**src/rtl/msp_instr_decoder_if.sv**
```systemverilog
// ---------------------------------------------------------------------------
// msp_instr_decoder_if : instruction-word input and decoded micro-op output
// Revision: 1.0
// ---------------------------------------------------------------------------
`default_nettype none

interface msp_instr_decoder_if;
  logic        in_valid;
  logic        in_ready;
  logic [15:0] in_word;
  logic        out_valid;
  logic        out_ready;
  logic [1:0]  out_kind;
  logic [4:0]  alu_sel;
  logic        byte_op;
  logic [3:0]  src_reg;
  logic [1:0]  as_mode;
  logic [3:0]  dst_reg;
  logic        ad_mode;
  logic [2:0]  jmp_cond;
  logic [15:0] jmp_off;
  logic [15:0] src_ext;
  logic        src_ext_vld;
  logic [15:0] dst_ext;
  logic        dst_ext_vld;

  modport slave (
    input  in_valid, in_word, out_ready,
    output in_ready, out_valid, out_kind, alu_sel, byte_op, src_reg, as_mode,
           dst_reg, ad_mode, jmp_cond, jmp_off, src_ext, src_ext_vld,
           dst_ext, dst_ext_vld
  );

  modport master (
    output in_valid, in_word, out_ready,
    input  in_ready, out_valid, out_kind, alu_sel, byte_op, src_reg, as_mode,
           dst_reg, ad_mode, jmp_cond, jmp_off, src_ext, src_ext_vld,
           dst_ext, dst_ext_vld
  );
endinterface

`default_nettype wire

```
**src/rtl/msp_instr_decoder.sv**
```systemverilog
// ---------------------------------------------------------------------------
// msp_instr_decoder : MSP430 opcode + extension-word decoder for the ALU
// Optional macro DEC_ILLEGAL_TRAP_EN: illegal opcodes emit a trap micro-op.
// Revision: 1.0
// ---------------------------------------------------------------------------
`default_nettype none

module msp_instr_decoder #(
  parameter logic [3:0] PC_REG = 4'd0,
  parameter logic [3:0] CG_REG = 4'd3
) (
  input  wire logic              clk,
  input  wire logic              rst_n,
  input  wire logic              flush,
  msp_instr_decoder_if.slave     bus
);

  typedef enum logic [1:0] {
    S_OPC     = 2'd0,
    S_SRC_EXT = 2'd1,
    S_DST_EXT = 2'd2,
    S_OUT     = 2'd3
  } state_t;

  state_t      state_q, state_d;
  logic [1:0]  kind_q, kind_d;
  logic [4:0]  alu_q, alu_d;
  logic        byte_q, byte_d;
  logic [3:0]  src_q, src_d;
  logic [1:0]  as_q, as_d;
  logic [3:0]  dst_q, dst_d;
  logic        ad_q, ad_d;
  logic [2:0]  cond_q, cond_d;
  logic [15:0] off_q, off_d;
  logic [15:0] sext_q, sext_d;
  logic        svld_q, svld_d;
  logic [15:0] dext_q, dext_d;
  logic        dvld_q, dvld_d;

  logic [15:0] w;
  logic        accept, is_dbl, is_sgl, is_jmp;
  logic [3:0]  dec_src;
  logic [1:0]  dec_as;
  logic        need_src, need_dst;
  logic [4:0]  dbl_alu;

  assign w        = bus.in_word;
  assign accept   = bus.in_valid & (state_q != S_OUT);
  assign is_dbl   = (w[15:12] >= 4'h4);
  assign is_sgl   = (w[15:10] == 6'b000100) && (w[9:7] != 3'b111);
  assign is_jmp   = (w[15:13] == 3'b001);
  // Single-op operands live in the low nibble, double-op sources in [11:8].
  assign dec_src  = is_dbl ? w[11:8] : w[3:0];
  assign dec_as   = w[5:4];
  assign need_src = (is_dbl | is_sgl) &&
                    (((dec_as == 2'b01) && (dec_src != CG_REG)) ||
                     ((dec_as == 2'b11) && (dec_src == PC_REG)));
  assign need_dst = is_dbl & w[7];

  always_comb begin
    dbl_alu = 5'd0;
    case (w[15:12])
      4'h4:    dbl_alu = 5'd0;
      4'h5:    dbl_alu = 5'd1;
      4'h6:    dbl_alu = 5'd2;
      4'h7:    dbl_alu = 5'd4;
      4'h8:    dbl_alu = 5'd3;
      4'h9:    dbl_alu = 5'd5;
      4'hA:    dbl_alu = 5'd6;
      4'hB:    dbl_alu = 5'd7;
      4'hC:    dbl_alu = 5'd8;
      4'hD:    dbl_alu = 5'd9;
      4'hE:    dbl_alu = 5'd10;
      4'hF:    dbl_alu = 5'd11;
      default: dbl_alu = 5'd0;
    endcase
  end

  always_comb begin
    state_d = state_q;
    kind_d  = kind_q;
    alu_d   = alu_q;
    byte_d  = byte_q;
    src_d   = src_q;
    as_d    = as_q;
    dst_d   = dst_q;
    ad_d    = ad_q;
    cond_d  = cond_q;
    off_d   = off_q;
    sext_d  = sext_q;
    svld_d  = svld_q;
    dext_d  = dext_q;
    dvld_d  = dvld_q;
    if (flush) begin
      state_d = S_OPC;
    end else begin
      case (state_q)
        S_OPC: begin
          if (accept && (is_dbl || is_sgl || is_jmp)) begin
            kind_d  = is_dbl ? 2'b00 : (is_sgl ? 2'b01 : 2'b10);
            alu_d   = is_dbl ? dbl_alu : (is_sgl ? {2'b10, w[9:7]} : 5'b01100);
            byte_d  = is_jmp ? 1'b0 : w[6];
            src_d   = is_jmp ? 4'd0 : dec_src;
            as_d    = is_jmp ? 2'b00 : dec_as;
            dst_d   = is_jmp ? 4'd0 : w[3:0];
            ad_d    = is_dbl & w[7];
            cond_d  = is_jmp ? w[12:10] : 3'd0;
            off_d   = is_jmp ? {{6{w[9]}}, w[9:0]} : 16'd0;
            sext_d  = 16'd0;
            svld_d  = 1'b0;
            dext_d  = 16'd0;
            dvld_d  = 1'b0;
            state_d = need_src ? S_SRC_EXT : (need_dst ? S_DST_EXT : S_OUT);
          end else if (accept) begin
`ifdef DEC_ILLEGAL_TRAP_EN
            kind_d  = 2'b11;
            alu_d   = 5'b01100;
            byte_d  = 1'b0;
            src_d   = 4'd0;
            as_d    = 2'b00;
            dst_d   = 4'd0;
            ad_d    = 1'b0;
            cond_d  = 3'd0;
            off_d   = 16'd0;
            sext_d  = w;
            svld_d  = 1'b1;
            dext_d  = 16'd0;
            dvld_d  = 1'b0;
            state_d = S_OUT;
`else
            state_d = S_OPC;
`endif
          end
        end
        S_SRC_EXT: begin
          if (accept) begin
            sext_d  = w;
            svld_d  = 1'b1;
            state_d = ((kind_q == 2'b00) && ad_q) ? S_DST_EXT : S_OUT;
          end
        end
        S_DST_EXT: begin
          if (accept) begin
            dext_d  = w;
            dvld_d  = 1'b1;
            state_d = S_OUT;
          end
        end
        S_OUT: begin
          if (bus.out_ready) state_d = S_OPC;
        end
        default: state_d = S_OPC;
      endcase
    end
  end

  always_ff @(posedge clk or negedge rst_n) begin
    if (!rst_n) begin
      state_q <= S_OPC;
      kind_q  <= 2'b00;
      alu_q   <= 5'd0;
      byte_q  <= 1'b0;
      src_q   <= 4'd0;
      as_q    <= 2'b00;
      dst_q   <= 4'd0;
      ad_q    <= 1'b0;
      cond_q  <= 3'd0;
      off_q   <= 16'd0;
      sext_q  <= 16'd0;
      svld_q  <= 1'b0;
      dext_q  <= 16'd0;
      dvld_q  <= 1'b0;
    end else begin
      state_q <= state_d;
      kind_q  <= kind_d;
      alu_q   <= alu_d;
      byte_q  <= byte_d;
      src_q   <= src_d;
      as_q    <= as_d;
      dst_q   <= dst_d;
      ad_q    <= ad_d;
      cond_q  <= cond_d;
      off_q   <= off_d;
      sext_q  <= sext_d;
      svld_q  <= svld_d;
      dext_q  <= dext_d;
      dvld_q  <= dvld_d;
    end
  end

  assign bus.in_ready    = (state_q != S_OUT);
  assign bus.out_valid   = (state_q == S_OUT);
  assign bus.out_kind    = kind_q;
  assign bus.alu_sel     = alu_q;
  assign bus.byte_op     = byte_q;
  assign bus.src_reg     = src_q;
  assign bus.as_mode     = as_q;
  assign bus.dst_reg     = dst_q;
  assign bus.ad_mode     = ad_q;
  assign bus.jmp_cond    = cond_q;
  assign bus.jmp_off     = off_q;
  assign bus.src_ext     = sext_q;
  assign bus.src_ext_vld = svld_q;
  assign bus.dst_ext     = dext_q;
  assign bus.dst_ext_vld = dvld_q;

endmodule

`default_nettype wire
```
**src/flat_wrapper.sv**
```systemverilog
// flat-port wrapper written by rule: the top's interface ports become plain ports
module msp_instr_decoder_flat 
#(
  parameter logic [3:0] PC_REG = 4'd0,
  parameter logic [3:0] CG_REG = 4'd3
)
  (clk, rst_n, flush, bus_in_valid, bus_in_word, bus_out_ready, bus_in_ready, bus_out_valid, bus_out_kind, bus_alu_sel, bus_byte_op, bus_src_reg, bus_as_mode, bus_dst_reg, bus_ad_mode, bus_jmp_cond, bus_jmp_off, bus_src_ext, bus_src_ext_vld, bus_dst_ext, bus_dst_ext_vld);
  msp_instr_decoder_if bus_i ();
  input  wire logic clk;
  input  wire logic rst_n;
  input  wire logic flush;
  input wire logic [$bits(bus_i.in_valid)-1:0] bus_in_valid;
  input wire logic [$bits(bus_i.in_word)-1:0] bus_in_word;
  input wire logic [$bits(bus_i.out_ready)-1:0] bus_out_ready;
  output wire logic [$bits(bus_i.in_ready)-1:0] bus_in_ready;
  output wire logic [$bits(bus_i.out_valid)-1:0] bus_out_valid;
  output wire logic [$bits(bus_i.out_kind)-1:0] bus_out_kind;
  output wire logic [$bits(bus_i.alu_sel)-1:0] bus_alu_sel;
  output wire logic [$bits(bus_i.byte_op)-1:0] bus_byte_op;
  output wire logic [$bits(bus_i.src_reg)-1:0] bus_src_reg;
  output wire logic [$bits(bus_i.as_mode)-1:0] bus_as_mode;
  output wire logic [$bits(bus_i.dst_reg)-1:0] bus_dst_reg;
  output wire logic [$bits(bus_i.ad_mode)-1:0] bus_ad_mode;
  output wire logic [$bits(bus_i.jmp_cond)-1:0] bus_jmp_cond;
  output wire logic [$bits(bus_i.jmp_off)-1:0] bus_jmp_off;
  output wire logic [$bits(bus_i.src_ext)-1:0] bus_src_ext;
  output wire logic [$bits(bus_i.src_ext_vld)-1:0] bus_src_ext_vld;
  output wire logic [$bits(bus_i.dst_ext)-1:0] bus_dst_ext;
  output wire logic [$bits(bus_i.dst_ext_vld)-1:0] bus_dst_ext_vld;
  assign bus_i.in_valid = bus_in_valid;
  assign bus_i.in_word = bus_in_word;
  assign bus_i.out_ready = bus_out_ready;
  assign bus_in_ready = bus_i.in_ready;
  assign bus_out_valid = bus_i.out_valid;
  assign bus_out_kind = bus_i.out_kind;
  assign bus_alu_sel = bus_i.alu_sel;
  assign bus_byte_op = bus_i.byte_op;
  assign bus_src_reg = bus_i.src_reg;
  assign bus_as_mode = bus_i.as_mode;
  assign bus_dst_reg = bus_i.dst_reg;
  assign bus_ad_mode = bus_i.ad_mode;
  assign bus_jmp_cond = bus_i.jmp_cond;
  assign bus_jmp_off = bus_i.jmp_off;
  assign bus_src_ext = bus_i.src_ext;
  assign bus_src_ext_vld = bus_i.src_ext_vld;
  assign bus_dst_ext = bus_i.dst_ext;
  assign bus_dst_ext_vld = bus_i.dst_ext_vld;
  msp_instr_decoder #(.PC_REG(PC_REG), .CG_REG(CG_REG)) u_core (.clk(clk), .rst_n(rst_n), .flush(flush), .bus(bus_i));
endmodule
```
**config.mk**
```make
export PLATFORM = sky130hd
export DESIGN_NAME = msp_instr_decoder_flat
export DESIGN_NICKNAME = d
export VERILOG_FILES = /design/src/rtl/msp_instr_decoder_if.sv /design/src/rtl/msp_instr_decoder.sv /design/src/flat_wrapper.sv
export SDC_FILE = /design/constraint.sdc
export NUM_CORES = 1
export LEC_CHECK = 0
export BUFFER_PORTS_ARGS = -buffer_cell sky130_fd_sc_hd__buf_4
export CAP_MARGIN = 20
export CORE_ASPECT_RATIO = 1.1
export CORE_MARGIN = 4
export CORE_UTILIZATION = 46
export DETAILED_ROUTE_END_ITERATION = 16
export GPL_TIMING_DRIVEN = 1
export PLACE_DENSITY = 0.72
export SYNTH_ARGS = -nofsm -noshare
export SYNTH_HDL_FRONTEND = slang
export SYNTH_SLANG_ARGS = --single-unit
```
**constraint.sdc**
```tcl
create_clock -name clk -period 2 [get_ports clk]
set_input_delay 0.5 -clock clk [delete_from_list [all_inputs] [get_ports clk]]
set_output_delay 0.5 -clock clk [all_outputs]
set_load 0.005 [all_outputs]
```
======== Word level (Yosys, flattened, before mapping) ========
Memories as Yosys holds them, arrays and structs flattened.
Index checks and enable logic that the tools add are counted.
cells by class
  $lt $le $gt $ge ......................... 1
  reduce and logical (&&, ||, !) cells .... 18
  mux-type cells .......................... 29
  bitwise gates (word level) .............. 4
  equality and inequality tests ........... 17
operators by type and width
  cell                  count
  $pmux W16 S2          2
  $mux W16              3
  $mux W2               10
  $mux W4               3
  $reduce_and A4 Y1     3
  $mux W5               2
  $ne A4 B2 Y1 const B  2
  $pmux W2 S4           1
  $eq A2 B2 Y1 const B  3
  $eq A6 B3 Y1 const B  1
  $logic_and A1 B1 Y1   6
  $ne A2 B1 Y1 const B  3
  $ne A3 B2 Y1 const B  2
  $ne A3 B3 Y1 const B  2
  $mux W1               5
  $eq A2 B1 Y1 const B  2
  $ge A4 B3 Y1 const B  1
  $logic_not A2 Y1      2
  $logic_not A4 Y1      1
  $pmux W1 S2           2
  $reduce_bool A2 Y1    2
  $eq A3 B1 Y1 const B  1
  $logic_or A1 B1 Y1    3
  $mux W3               1
  other kinds (5)       6
word-level totals
  logic and storage cells ................. 84
  bits in registers ....................... 74
  bits in read-only memories .............. 64
  output and inout bits ................... 74
  input port bits ......................... 21
  memories kept ........................... 1
memories
  memory            depth  bits a word  read ports  clocked after Yosys merged registers in  write ports  line                     text
  (name not given)  16     4            1           0                                        0            msp_instr_decoder.sv:62  case (w[15:12])

======== Longest topological paths before layout ========
Gate-level depths: netlist of the first run.
  depth after elaboration ................. 10
  depth in mapped cells ................... 9
  depth with buffers taken out ............ 7

======== Worst setup path before layout of the first run ========
Ideal clock, no wire load.
  path kind ............................... in2reg
  start ................................... in bus_in_word[12]
  end ..................................... reg u_core.alu_q[1], in the netlist u_core.bus.alu_sel[1]
  setup time .............................. 0.119 ns
  path slack .............................. -0.316 ns
  stages .................................. 7
  required time ........................... 1.881 ns
  path buffers ............................ 2
  arrival ................................. 2.197 ns
  cell sequence ........................... buf_4 > or4b_4 > o2111a_1 > nor4_4 > buf_6 > o2111ai_1 > o21a_1
between the ends
  cells in the longest elaborated chain, start to end .. 6
  elaborated cells on any way between the ends .. 10
  those cells by class .................... 1 x order compare; 1 x eq/ne; 2 x mux; 5 x reduce/logical; 1 x memory
RTL lines
  element                                                               line                      text
  from (decl)                                                           flat_wrapper.sv:13        input wire logic [$bits(bus_i.in_word)-1:0] bus_in_word;
  parallel branches: the longest is 6 deep, another holds $ge A4 B3 Y1  -
  to (signal assigned)                                                  msp_instr_decoder.sv:176  alu_q <= alu_d;
  to (decl)                                                             msp_instr_decoder.sv:27   logic [4:0] alu_q, alu_d;
Several ways; the timed one is not identified.
A chain may end at the register's enable or synchronous reset.

======== Worst setup path after layout of the first run ========
  start ................................... in bus_in_word[11]
  end ..................................... reg u_core.src_q[0], in the netlist u_core.bus.src_reg[0]
between the ends
  cells in the longest elaborated chain, start to end .. 6
RTL lines
  element                             line                      text
  $eq A6 B3 Y1                        msp_instr_decoder.sv:50   assign is_sgl = (w[15:10] == 6'b000100) && (w[9:7] != 3'b111);
  $logic_and A1 B1 Y1                 msp_instr_decoder.sv:50
  $logic_or A1 B1 Y1 (2 in a row)     msp_instr_decoder.sv:99   if (accept && (is_dbl || is_sgl || is_jmp)) begin
  $logic_and A1 B1 Y1                 msp_instr_decoder.sv:99
  $reduce_and A3 Y1 (no source line)  -
  to (signal assigned)                msp_instr_decoder.sv:178  src_q <= src_d;
  to (decl)                           msp_instr_decoder.sv:29   logic [3:0] src_q, src_d;
Every way passes these cells.

==> impl_metrics.py, run 1 <==
metrics = {
    "power": {
        "vdd_drop_max_mv": 0.710,
        "switching_share_pct": 32.7,
        "power_frac_comb_pct": 42.9,
        "pwr_density_cell_mw_per_mm2": 1320,
        "clkPwrFrac_pct": 19.8,
        "finalPower_uw": 5910,
        "p_leak_uw": 0.00218,
        "internal_power_uw": 3980,
        "switchingPower_uw": 1930,
        "p_seq_share_pct": 37.3,
    },
    "sta": {
        "maxSlewViolCount": 0,
        "worst_slack_ps": -13.5,
        "final-setup-viol-count": 3,
        "worst_pin_slew_ps": 512,
        "setup_tns_ps": -30.9,
        "slew_headroom_pct": 65.8,
        "timing.fmax_ghz": 0.497,
        "rsz0062_at_grt": "yes",
        "fin_crit_sh_pct": 101,
        "finalWorstPathRequiredPeriod_ps": 2010,
        "worst_clock_skew_ps": 3.77,
        "final_hold_viol_count": 0,
    },
    "clock_network": {
        "cts_hold_buf": 0,
        "clkLatencyLatePin_ps": 340,
        "cts.path.max_buffers": 2,
        "cts_tree": "yes",
        "cts_sinks": 67,
        "htree_levels": 3,
        "cts.reportedPaths.clkPinSlew_ps": 70,
        "cts_made_buffers": 9,
        "root_buffer": "clkbuf_8",
    },
    "routing": {
        "num_vias": 2755,
        "drtIter0Drc": 106,
        "finalWirelength_mm": 8.81,
        "route.met2.wl_mm": 4.24,
        "wl_met3_um": 594,
        "dr.max_layer_used": "met4",
        "drtAntennaViolNets": 0,
        "drcViolationCount": 0,
        "wl_per_cell_um": 17.1,
        "viasPerCell": 5.34,
        "firstDrtPassIters": 4,
        "wirelength_met1_mm": 3.73,
    },
    "worst_setup_path": {
        "path_class": "primary input to flop",
        "reg2reg_from": "u_core.state_q[1]",
        "required_ps": 2230,
        "regToRegSetupSlack_ps": 0,
        "critPathLaunch": "bus_in_word[11]",
        "worstSetupStartpointType": "primary input",
        "cp_slowest_cell": "or4b_4",
        "crit_chain": "buf_6 > or4b_4 > o2111a_2 > nor4_4 > buf_6 > mux2_4",
        "critPathMaxStageDelay_ps": 540,
        "crit_fanout": 7,
        "cpMostUsedCell": "buf_6",
        "worst-endpoint-arrival_ps": 2240,
        "end_kind": "flop",
    },
    "placed_design": {
        "io_buffers": 94,
        "dpl_worst_slack_ps": -424,
        "gp_congestion": 0.870,
        "place_hpwl_mm": 6.24,
    },
    "synth": {
        "synth_top_area_share_pct": 54.8,
        "synth_fa_ha_area_share_pct": 1.64,
        "synth_top_area_cell": "dfrtp_1",
        "synth_compound_gate_area_share_pct": 16.9,
        "yosysSeqAreaShare_pct": 54.8,
        "synthDistinctLibCells": 39,
        "synthesis.nets": 337,
        "synth_seq_cells": 67,
        "synthXorXnorAreaFrac_pct": 0,
        "synth-simple-area-share_pct": 14.9,
        "synth_top_family_by_area": "compound AO/OA/AOI/OAI gates",
        "synth_cells": 312,
        "ys_warn_count": 0,
        "synth_area_leaders": "dfrtp_1 55%, o21ai_0 6.9%, nand2_1 5.0%, a22o_1 4.6%, inv_1 3.3%",
        "synth_area_mm2": 0.00306,
        "synth_mux_area_share_pct": 3.15,
        "syn_avg_cell_area_um2": 9.81,
    },
    "finish": {
        "area_delta_synth_final_pct": 46.2,
        "fin_nets": 456,
        "layout_common_cells": "126 x buf_4, 67 x dfrtp_1, 41 x nand2_1",
        "nFillCells": 479,
        "final_common_cell": "buf_4",
        "layout-drive-gt1-share_pct": 42.4,
        "insertedDiodeCount": 0,
    },
    "min_path": {
        "min_path_type": "primary input to async pin",
    },
    "floorplanning": {
        "dieArea_mm2": 0.00802,
        "placement_rows": 30,
        "core_area_mm2": 0.00631,
        "fp.dieW_um": 85.8,
        "pin_count": 95,
        "start_util_pct": 48.5,
        "die_height_um": 93.5,
    },
    "global_routing": {
        "grt_first_pass_wirelength_mm": 13.6,
        "antenna_found_initial": 0,
        "grt_max_degree": 39,
        "grt_overflow": 0,
        "first_global_vias": 2701,
        "grt_use_total_pct": 22.1,
    },
    "outcome": {
        "status": "finished, violations left",
        "violations": "negative setup slack",
    },
    "flow_run": {
        "cap_violations": 0,
    },
}
==> synthesized netlist by cell type, drive strengths merged <==
cell type	instances
a21oi	10
a221oi	1
a22o	16
a31oi	3
a32o	1
and2	2
and3	3
buf	14
clkbuf	16
dfrtp	67
ha	4
inv	27
mux2	5
mux2i	4
nand2	41
nand2b	2
nand3	8
nand4	12
nor2	12
nor2b	2
nor3	3
nor3b	1
nor4	1
nor4b	1
o2111a	1
o2111ai	3
o21a	1
o21ai	43
o22ai	1
o31a	1
o31ai	2
or2	1
or3	1
or4	1
or4b	1
==> final cells by class <==
type,instances,area [um2],share of cell area [%]
clock buffer,12,165,3.69
clock inverter,4,47.5,1.06
inverter,27,101,2.27
multi-input combinational,188,1260,28.2
sequential,67,1680,37.5
tap,80,100,2.24
timing repair buffer,138,1120,25.1
==> through the flow <==
stage          std cells  utilization, %  hold slack [ps]  cell area, um2
2_1_floorplan        312               -              204            3110
3_3_place_gp         493            63.6              449            4010
3_5_place_dp         493            63.6              455            4010
4_1_cts              513            68.5             87.6            4320
5_1_grt              516            71.0              104            4470
6_report             516            71.0             78.6            4470
==> kinds of logic (layout without fill, tap and decap cells) <==
family                     after synthesis  count (layout)
AOI/OAI and AO/OA                       83              83
adders and majority gates                4               4
buffers and inverters                   57             181
DFF                                     67              67
muxes                                    9               9
and+or+nand+nor                         92              92
==> final timing paths <==
| kind | to | cells after the start |
|---|---|---|
| min | u_core.bus.dst_ext[10] | 1 |
| min reg2reg | u_core.bus.dst_ext[11] | 2 |
| max in group asynchronous | u_core.bus.src_ext[4] | 2 |
| min in group clk | u_core.bus.as_mode[1] | 3 |
| max reg2reg | u_core.bus.src_reg[0] | 8 |
| max | u_core.bus.src_reg[0] | 6 |
==> worst max-delay path, delay by kind of cell <==
family	cells	cell delay, ps
mux	1	300
buf+inv	2	290
simple gates	2	820
compound gates	1	310
==> power by group through the flow <==
| stage | registers, uW | clock network, uW | logic [uW] |
|---|---|---|---|
| finish | 2210 | 1170 | 2540 |
| global route | 2270 | 1250 | 2780 |
| CTS | 2200 | 1200 | 2350 |
| detailed placement | 2220 | 0 | 2240 |
| global placement | 2220 | 0 | 2190 |
| floorplan | 2200 | 0 | 1000 |
==> timing repair <==
item / CTS / global route
pin swaps: 4 / 4
gates cloned: 0 / 1
setup endpoints to repair: 42 / 44
buffers inserted: 4 / 2
resized for setup: 16 / 30
==> routing by layer <==
layer,track usage (%),up-vias
met2,34.8,102
met5,0,-
li1,-,1312
met1,29.0,1321
met4,11.6,0
met3,3.88,20
Note: power is estimated with default switching activity, not from simulation.
==> run 2: changes to the inputs <==
--- a/config.mk
+++ b/config.mk
@@ -13,6 +13,7 @@
 export DETAILED_ROUTE_END_ITERATION = 16
 export GPL_TIMING_DRIVEN = 1
 export PLACE_DENSITY = 0.72
+export SETUP_SLACK_MARGIN = 0.3
 export SYNTH_ARGS = -nofsm -noshare
 export SYNTH_HDL_FRONTEND = slang
 export SYNTH_SLANG_ARGS = --single-unit
==> impl_metrics.py, run 2 (synthesized netlist as in run 1, its figures left out) <==
metrics = {
    "outcome": {
        "status": "finished, violations left",
        "violations": "negative setup slack",
    },
    "routing": {
        "firstDrtPassIters": 5,
        "finalWirelength_mm": 10.2,
        "drtAntennaViolNets": 0,
        "wl_per_cell_um": 19.6,
        "drcViolationCount": 0,
        "drtIter0Drc": 229,
        "wl_met3_um": 715,
        "route.met2.wl_mm": 5.29,
        "wirelength_met1_mm": 4.12,
        "viasPerCell": 5.68,
        "num_vias": 2961,
        "dr.max_layer_used": "met4",
    },
    "power": {
        "switching_share_pct": 34.7,
        "internal_power_uw": 4050,
        "p_seq_share_pct": 36.8,
        "clkPwrFrac_pct": 16.8,
        "vdd_drop_max_mv": 0.883,
        "p_leak_uw": 0.00229,
        "power_frac_comb_pct": 46.4,
        "pwr_density_cell_mw_per_mm2": 1330,
        "switchingPower_uw": 2150,
    },
    "finish": {
        "final_common_cell": "buf_4",
        "final_cells": 521,
        "insertedDiodeCount": 0,
        "final_util_pct": 74.1,
        "nFillCells": 430,
        "area_delta_synth_final_pct": 52.6,
        "layout_common_cells": "125 x buf_4, 67 x dfrtp_1, 26 x inv_1",
        "layout-drive-gt1-share_pct": 46.5,
        "fin_nets": 462,
    },
    "placed_design": {
        "gp_congestion": 0.851,
        "place_hpwl_mm": 6.42,
        "io_buffers": 94,
        "dp.cells": 494,
        "dpl_worst_slack_ps": -408,
    },
    "clock_network": {
        "cts_made_buffers": 9,
        "root_buffer": "clkbuf_8",
        "cts_sinks": 67,
        "cts.path.max_buffers": 2,
        "cts_tree": "yes",
        "cts.reportedPaths.clkPinSlew_ps": 70,
        "clkLatencyLatePin_ps": 340,
        "htree_levels": 3,
    },
    "worst_setup_path": {
        "path_class": "primary input to flop",
        "reg2reg_from": "u_core.state_q[0]",
        "crit_fanout": 9,
        "end_kind": "flop",
        "critPathLaunch": "bus_in_word[10]",
        "required_ps": 2220,
        "worstSetupStartpointType": "primary input",
        "worst-endpoint-arrival_ps": 2300,
    },
    "floorplanning": {
        "core_area_mm2": 0.00631,
        "start_util_pct": 48.5,
        "pin_count": 95,
        "fp.dieW_um": 85.8,
        "dieArea_mm2": 0.00802,
        "placement_rows": 30,
        "die_height_um": 93.5,
    },
    "sta": {
        "worst_pin_slew_ps": 321,
        "maxSlewViolCount": 0,
        "worst_slack_ps": -78.9,
        "finalWorstPathRequiredPeriod_ps": 2080,
        "final-setup-viol-count": 17,
        "slew_headroom_pct": 78.6,
        "rsz0062_at_grt": "yes",
        "timing.hold.ws_ps": 52.2,
        "fin_crit_sh_pct": 104,
        "final_hold_viol_count": 0,
        "timing.fmax_ghz": 0.481,
        "worst_clock_skew_ps": 11.5,
    },
    "global_routing": {
        "grt_overflow": 0,
        "first_global_vias": 2808,
        "grt_use_total_pct": 23.4,
        "grt_max_degree": 30,
        "antenna_found_initial": 0,
        "grt_first_pass_wirelength_mm": 14.5,
    },
    "flow_run": {
        "cap_violations": 0,
    },
    "min_path": {
        "min_path_type": "primary input to async pin",
    },
}
==> run 2: stage by stage <==
step           total power (uW)  instance area (um2)  setup TNS, ps
2_1_floorplan              3210                 3110         -12970
3_3_place_gp               4430                 4030         -21810
3_5_place_dp               4500                 4030         -22140
4_1_cts                    5650                 4310              0
5_1_grt                    6560                 4670          -3830
6_report                   6200                 4670           -391
==> run 2: timing repair <==
item	CTS	global route
pin swaps	3	24
resized for setup	19	64
buffers inserted	4	2
endpoints found under the setup margin	68	69
cloned	0	6
hold buffers	0	0
==> run 2: area by class of cell <==
cell class                 instances  area (um2)  share of cell area (%)
multi-input combinational        188        1350                    29.0
clock buffer                      13         169                    3.62
tap                               80         100                    2.14
timing repair buffer             144        1260                    27.0
clock inverter                     2        10.0                   0.214
sequential                        67        1680                    35.9
inverter                          27         101                    2.17
==> run 2: final timing paths <==
check	endpoint	slack (ps)	cells past startpoint
hold / removal	u_core.bus.dst_ext[15]	50	1
hold reg to reg	u_core.bus.alu_sel[1]	500	1
setup reg to reg	u_core.bus.src_reg[1]	-60	8
min in group clk	u_core.bus.dst_ext[0]	440	3
setup / recovery	u_core.bus.src_reg[1]	-80	6
max in group asynchronous	u_core.bus.src_ext[11]	1400	2
==> run 2: worst max-delay path, stage by stage <==
cell      delay [ps]
buf_6             90
or4b_4           530
o2111a_2         330
nor4_4           280
buf_6            230
mux2_4           320
==> run 2: power groups by stage <==
stage          registers (uW)  logic (uW)  clock network [uW]
2_1_floorplan            2200        1000                   0
5_1_grt                  2340        3120                1110
6_report                 2280        2880                1040
3_5_place_dp             2220        2280                   0
3_3_place_gp             2220        2210                   0
4_1_cts                  2210        2400                1030
==> run 2: layer usage <==
| layer | vias to the layer above | track usage, % |
|---|---|---|
| met4 | 0 | 6.86 |
| li1 | 1325 | - |
| met1 | 1469 | 31.4 |
| met3 | 11 | 5.29 |
| met2 | 156 | 37.9 |
| met5 | - | 0 |
